==> config.mk <==
export PLATFORM = sky130hd
export DESIGN_NAME = piso_uart_tx
export DESIGN_NICKNAME = d
export VERILOG_FILES = /design/src/rtl/piso_uart_tx.sv
export SDC_FILE = /design/constraint.sdc
export NUM_CORES = 1
export LEC_CHECK = 0
export BUFFER_PORTS_ARGS = -buffer_cell sky130_fd_sc_hd__clkbuf_2
export CAP_MARGIN = 20
export CORE_MARGIN = 2
export CORE_UTILIZATION = 51
export CTS_CLUSTER_DIAMETER = 60
export DETAILED_ROUTE_END_ITERATION = 10
export HOLD_SLACK_MARGIN = 0.12
export PLACE_DENSITY = 0.79
export SLEW_MARGIN = 20
export SYNTH_ARGS = -nofsm -noshare
export SYNTH_HDL_FRONTEND = slang
export SYNTH_SLANG_ARGS = --single-unit
==> constraint.sdc <==
create_clock -name clk -period 2 [get_ports clk]
set_clock_uncertainty 0.1 [all_clocks]
set_input_delay 0.4 -clock clk [delete_from_list [all_inputs] [get_ports clk]]
set_output_delay 0.4 -clock clk [all_outputs]
set_load 0.05 [all_outputs]
==> src/rtl/piso_uart_tx.sv <==
// Parallel-in/serial-out UART transmit framer: builds start/data/parity/stop
// internally and shifts one bit per baud tick, LSB first, line idle high.
//
// state | meaning
// ------+-----------------------------------------------------------
// IDLE  | line high, waiting for a word on a tick
// SEND  | frame in flight, cnt = index of the bit currently on sdo
module piso_uart_tx #(
    parameter int DATA_W    = 8,
    parameter int PARITY    = 0,
    parameter int STOP_BITS = 1
) (
    input  logic              clk,
    input  logic              reset,
    input  logic              tick,
    input  logic              din_valid,
    input  logic [DATA_W-1:0] din,
    output logic              din_ready,
    output logic              sdo,
    output logic              busy,
    output logic              done
);

    localparam int PAR_W   = (PARITY != 0) ? 1 : 0;
    localparam int FRAME_W = 1 + DATA_W + PAR_W + STOP_BITS;
    localparam int CNT_W   = $clog2(FRAME_W);
    localparam logic [CNT_W-1:0] LAST = CNT_W'(FRAME_W - 1);

    localparam logic [0:0] IDLE = 1'b0;
    localparam logic [0:0] SEND = 1'b1;

    generate
        if (DATA_W < 5 || DATA_W > 9) begin : g_bad_data_w
            $error("piso_uart_tx: DATA_W must be in 5..9");
        end
        if (PARITY < 0 || PARITY > 2) begin : g_bad_parity
            $error("piso_uart_tx: PARITY must be 0, 1 or 2");
        end
        if (STOP_BITS != 1 && STOP_BITS != 2) begin : g_bad_stop
            $error("piso_uart_tx: STOP_BITS must be 1 or 2");
        end
    endgenerate

    logic [0:0]         state;
    logic [CNT_W-1:0]   cnt;
    logic [FRAME_W-1:0] shreg;
    logic [FRAME_W-1:0] frame;
    logic               done_q;
    logic               last_bit;
    logic               accept;

    generate
        if (PARITY == 0) begin : g_no_parity
            assign frame = {{STOP_BITS{1'b1}}, din, 1'b0};
        end else begin : g_parity
            logic par_bit;
            // odd parity is the inverse of the even-parity XOR
            assign par_bit = (^din) ^ (PARITY == 2);
            assign frame   = {{STOP_BITS{1'b1}}, par_bit, din, 1'b0};
        end
    endgenerate

    assign last_bit  = (state == SEND) && (cnt == LAST);
    assign din_ready = tick & ((state == IDLE) | last_bit);
    assign accept    = din_valid & din_ready;

    always_ff @(posedge clk) begin
        if (!reset) begin
            shreg  <= '1;
            cnt    <= '0;
            state  <= IDLE;
            done_q <= 1'b0;
        end else begin
            done_q <= 1'b0;
            if (accept) begin
                // back-to-back load on the final tick still reports completion
                shreg  <= frame;
                cnt    <= '0;
                state  <= SEND;
                done_q <= last_bit;
            end else if (state == SEND && tick) begin
                shreg <= {1'b1, shreg[FRAME_W-1:1]};
                if (last_bit) begin
                    cnt    <= '0;
                    state  <= IDLE;
                    done_q <= 1'b1;
                end else begin
                    cnt <= cnt + CNT_W'(1);
                end
            end
        end
    end

    assign sdo  = shreg[0];
    assign busy = (state == SEND);
    assign done = done_q;

endmodule

== Word-level counts from Yosys, hierarchy flattened ==
Cells that the tools add are included.
Widths: inputs -> output; s select.

* Flip-flop bits (word level): 15
* Output and inout bits: 4
* Logic and storage cells: 26

* Add/sub/neg operators: 1
* Equal/unequal tests: 1
* Multiplexer cells: 9
* Bitwise logic cells: 5
* Reduce and logical (&&, ||, !) cells: 6

{| class="wikitable"
|+ Operator list
! cell !! count
|-
| $mux 9 || 2
|-
| $mux 1 || 6
|-
| $add 4x1->4 const B || 1
|-
| $eq 4x4->1 const B || 1
|-
| $mux 4 || 1
|-
| $reduce_bool 2->1 || 2
|-
| $and 1x1->1 || 2
|-
| $logic_and 1x1->1 || 2
|-
| $not 1->1 || 2
|-
| $reduce_and 2->1 || 1
|-
| $reduce_or 2->1 || 1
|-
| $or 1x1->1 || 1
|}

== Logic depth before layout (Yosys ltp) ==
* Depth after elaboration: 7
* Gate-level depth with buffers: 6
* Mapped depth without buffers: 5

== Least setup slack after synthesis ==
No wires, ideal clock.

* Path kind: reg2out
* Start point: reg state (netlist: busy)
* End point: out din_ready
* Arrival: 1.515 ns
* Required time: 1.500 ns
* Setup slack: -0.015 ns
* Stages on the path, launching flop included: 3
* Path buffers: 1
* Cells stage by stage: dfxtp_1 > clkbuf_1 > a21oi_1

* Cells in the longest elaborated chain, start to end: 3
* Elaborated cells between the ends (all ways): 4

{| class="wikitable"
|+ Ends and longest elaborated chain
! element !! line !! RTL
|-
| from (decl) || 44 || <nowiki>logic [0:0] state;</nowiki>
|-
| from (signal assigned) || 71 || <nowiki>state <= IDLE;</nowiki>
|-
| from (signal assigned) || 79 || <nowiki>state <= SEND;</nowiki>
|-
| from (signal assigned) || 85 || <nowiki>state <= IDLE;</nowiki>
|-
| $logic_and 1x1->1 / $not 1->1 (equally long branches) || 63, 64 ||
|-
| $or 1x1->1 * || 64 || <nowiki>assign din_ready = tick & ((state == IDLE) | last_bit);</nowiki>
|-
| $and 1x1->1 * || 64 ||
|-
| to (decl) || 18 || <nowiki>output logic din_ready,</nowiki>
|}

Mark *: on every way between the ends. The rest lies on a longest branch, timed or not.

== Final worst setup path ==
* Start point: reg cnt[0]
* End point: out din_ready

* Cells in the longest elaborated chain, start to end: 4

{| class="wikitable"
|+ Ends and longest elaborated chain
! element !! line !! RTL
|-
| from (decl) || 45 || <nowiki>logic [CNT_W-1:0] cnt;</nowiki>
|-
| from (signal assigned) || 88 || <nowiki>cnt <= cnt + CNT_W'(1);</nowiki>
|-
| $eq 4x4->1 || 63 || <nowiki>assign last_bit = (state == SEND) && (cnt == LAST);</nowiki>
|-
| $logic_and 1x1->1 || 63 ||
|-
| $or 1x1->1 || 64 ||
|-
| $and 1x1->1 || 64 ||
|}

Every way passes these cells.

==> qor.yml <==
run_status:
  status: "complete, no violations"
yosys:
  synth_most_common_cell: "dfxtp_1"
  ys_warn_count: 0
  synth_nets: 98
  syn_area_per_cell_um2: 9.10
  syn_area_um2: 764
  yosys.area.top_type: "dfxtp_1"
  synth_edf_count: 0
  syn_inst: 84
  ys_top_cells_by_area: "dfxtp_1, mux2i_1, a211oi_1, and3_1, a211oi_2"
  netlist.area_leader.share_pct: 39.3
  synthFlopType: "dfxtp_1"
  synth_cell_types: 23
  synth_seq_cells: 15
  async_flop_share_pct: 0
  seq_area_frac_synth_pct: 39.3
  synthTopCellsByCount: "dfxtp_1, mux2i_1, nor2_1"
worst_setup_path:
  critical_path_class: "reg -> out"
  endpoint_kind: "primary output"
  worst-r2r-cell-count: 5
  cpLargestDelayFamily: "flip-flops"
  start_kind: "flop"
  timing.rr.end: "cnt[1]"
  cp_num_buf_inv: 1
  rr_startpoint: "cnt[1]"
  critPathSlowestCell: "dfxtp_2"
  critPathMaxFanout: 6
  required_ns: 1.50
  r2r_slack_ns: 0.37
  max_stage_delay_ns: 0.39
  crit_arrival_ns: 1.36
  worstPathCellList: "ha_1, nand3b_4, a21oi_2, buf_4"
clock_network:
  post_cts_resized: 0
  cts_buffer_depth: 2
  clk_pin_slew_worst_paths_ns: 0.10
  cts_buffers: 3
  clock-sinks: 15
  hold_buffers: 0
  cts-htree-levels: 1
  cts_tree: "done"
  postCtsSetupRepairBufs: 0
  insertion_delay_ns: 0.29
  root_buffer: "clkbuf_4"
global_routing:
  grt_max_degree: 15
  grt_pass1_wl_mm: 2.49
  grt-ovfl-total: 0
  track_usage_pct: 17.9
  antenna_found_initial: 0
  grt_pass1_vias: 575
floorplan:
  die_height_um: 42.7
  die_area_um2: 1820
  coreArea_um2: 1350
  die_x_um: 42.7
  rows: 13
  pin_count: 16
  initial_core_util_pct: 56.6
pwr:
  power_density_nw_per_um2: 668
  internal-power_w: 0.000433
  power.leakage_nw: 0.409
  swShare_pct: 27.6
  vdd_drop_max_uv: 541
  seqPwrFrac_pct: 54.3
  combPwrFrac_pct: 16.8
  power_frac_clock_pct: 29.0
  power.switching_w: 0.000165
min_path:
  hold_start: "reset"
  hold_path_end: "shreg[0]"
  holdPathStages: 2
  hold_class: "in -> reg"
final_layout:
  layout-drive-gt1-share_pct: 28.7
  nNetsFinal: 116
  nFillCells: 129
  antenna_cells: 0
  area_growth_pct: 17.0
timing:
  fmax_mhz: 537
  hold_viol: 0
  setup_violations: 0
  tns_ns: 0
  relSlewSlack_pct: 76.5
  rsz0062_at_grt: "no"
  tightest_slew_ns: 0.352
  fin_crit_ns: 1.86
  finalCritPeriodShare_pct: 93.2
  hold-worst-slack_ns: 0.204
  drv_slew: 0
placed_design:
  place_congestion: 0.762
  dp_hpwl_mm: 1.03
  port_buffers: 15
route:
  drtIter0Drc: 3
  route.detailed.drc: 0
  wl_mm: 1.55
  drt-vias-per-instance: 5.64
  antenna_left: 0
  dr.pass1.iters: 4
  vias: 654
  drt-wirelength-per-cell_um: 13.4
job:
  cap_violations: 0
-- stage by stage --
| step | total power, W | cell area, um2 | setup WS (ns) | utilization, % | std cells |
|---|---|---|---|---|---|
| 2_1_floorplan | 0.000399 | 768 | 0.246 | - | 84 |
| 3_3_place_gp | 0.000427 | 865 | 0.365 | 64.0 | 112 |
| 3_5_place_dp | 0.000429 | 865 | 0.325 | 64.0 | 112 |
| 4_1_cts | 0.000601 | 891 | 0.000983 | 66.0 | 116 |
| 5_1_grt | 0.000627 | 895 | 0.0233 | 66.3 | 116 |
| 6_report | 0.000597 | 895 | 0.137 | 66.3 | 116 |
-- worst register-to-register path: cells and delay by family, from the launching register on --
family	cells	cell delay [ns]
adders and majority gates	1	0.22
buffers and inverters	1	0.07
DFF	1	0.40
and+or+nand+nor	2	0.56
AOI/OAI and AO/OA	1	0.21
-- per-layer routing --
metal	wire, um	GRT usage [%]	vias to the layer above
met1	735	22.3	303
met5	0	0	-
met3	67	8.09	0
met4	0	3.13	0
met2	751	28.5	14
li1	-	-	337
-- cells in the final DEF (no fill, tap or decap), drive strengths merged --
master | synthesis | layout
buf | 1 | 5
clkbuf | 5 | 18
or3 | 3 | 3
nand2 | 5 | 5
and3 | 7 | 7
ha | 2 | 2
mux2i | 9 | 9
a41oi | 1 | 1
and3b | 1 | 1
nand3b | 1 | 1
nor3 | 2 | 2
dfxtp | 15 | 15
nor4 | 1 | 1
a21oi | 4 | 4
and2 | 1 | 1
nor2 | 8 | 8
a211oi | 10 | 10
nand3 | 3 | 3
inv | 3 | 3
o21ai | 2 | 2
-- kinds of logic (layout without fill, tap and decap cells) --
kind of cell | after synthesis | after routing | synth area share, %
AOI/OAI and AO/OA | 17 | 17 | 17.3
and+or+nand+nor | 32 | 32 | 23.2
adders and majority gates | 2 | 2 | 3.27
muxes | 9 | 9 | 11.8
buffers and inverters | 9 | 26 | 5.07
DFF | 15 | 15 | 39.3
-- how the worst max path moves through the flow --
stage	from	to	slack, ns	cells after the start
final	cnt[0]	din_ready	0.14	4
after CTS	cnt[0]	din_ready	0.001	4
after global routing	cnt[1]	din_ready	0.02	5
after detailed placement	cnt[0]	din_ready	0.32	4
after floorplan	busy	din_ready	0.25	2
after global placement	cnt[0]	din_ready	0.37	4
-- power by group through the flow --
| stage | Sequential (W) | Clock [W] | Combinational (W) |
|---|---|---|---|
| global route | 0.000326 | 0.000192 | 0.000109 |
| CTS | 0.000324 | 0.000178 | 0.0000995 |
| detailed placement | 0.000331 | 0 | 0.0000983 |
| finish | 0.000324 | 0.000173 | 0.000100 |
| global placement | 0.000330 | 0 | 0.0000968 |
| floorplan | 0.000340 | 0 | 0.0000595 |
-- area by class of cell --
cell class	instances	area, um2	area share [%]
Multi-Input combinational cell	60	429	48.0
Sequential cell	15	302	33.7
Timing Repair Buffer	19	108	12.0
Clock buffer	4	26.3	2.94
Tap cell	15	18.8	2.10
Inverter	3	11.3	1.26
-- flip-flops by register name, indices dropped and copies added, names as in the netlist --
name / flops
busy: 1
cnt: 4
done: 1
shreg: 9
No activity file was read; power rests on OpenSTA's default activity.
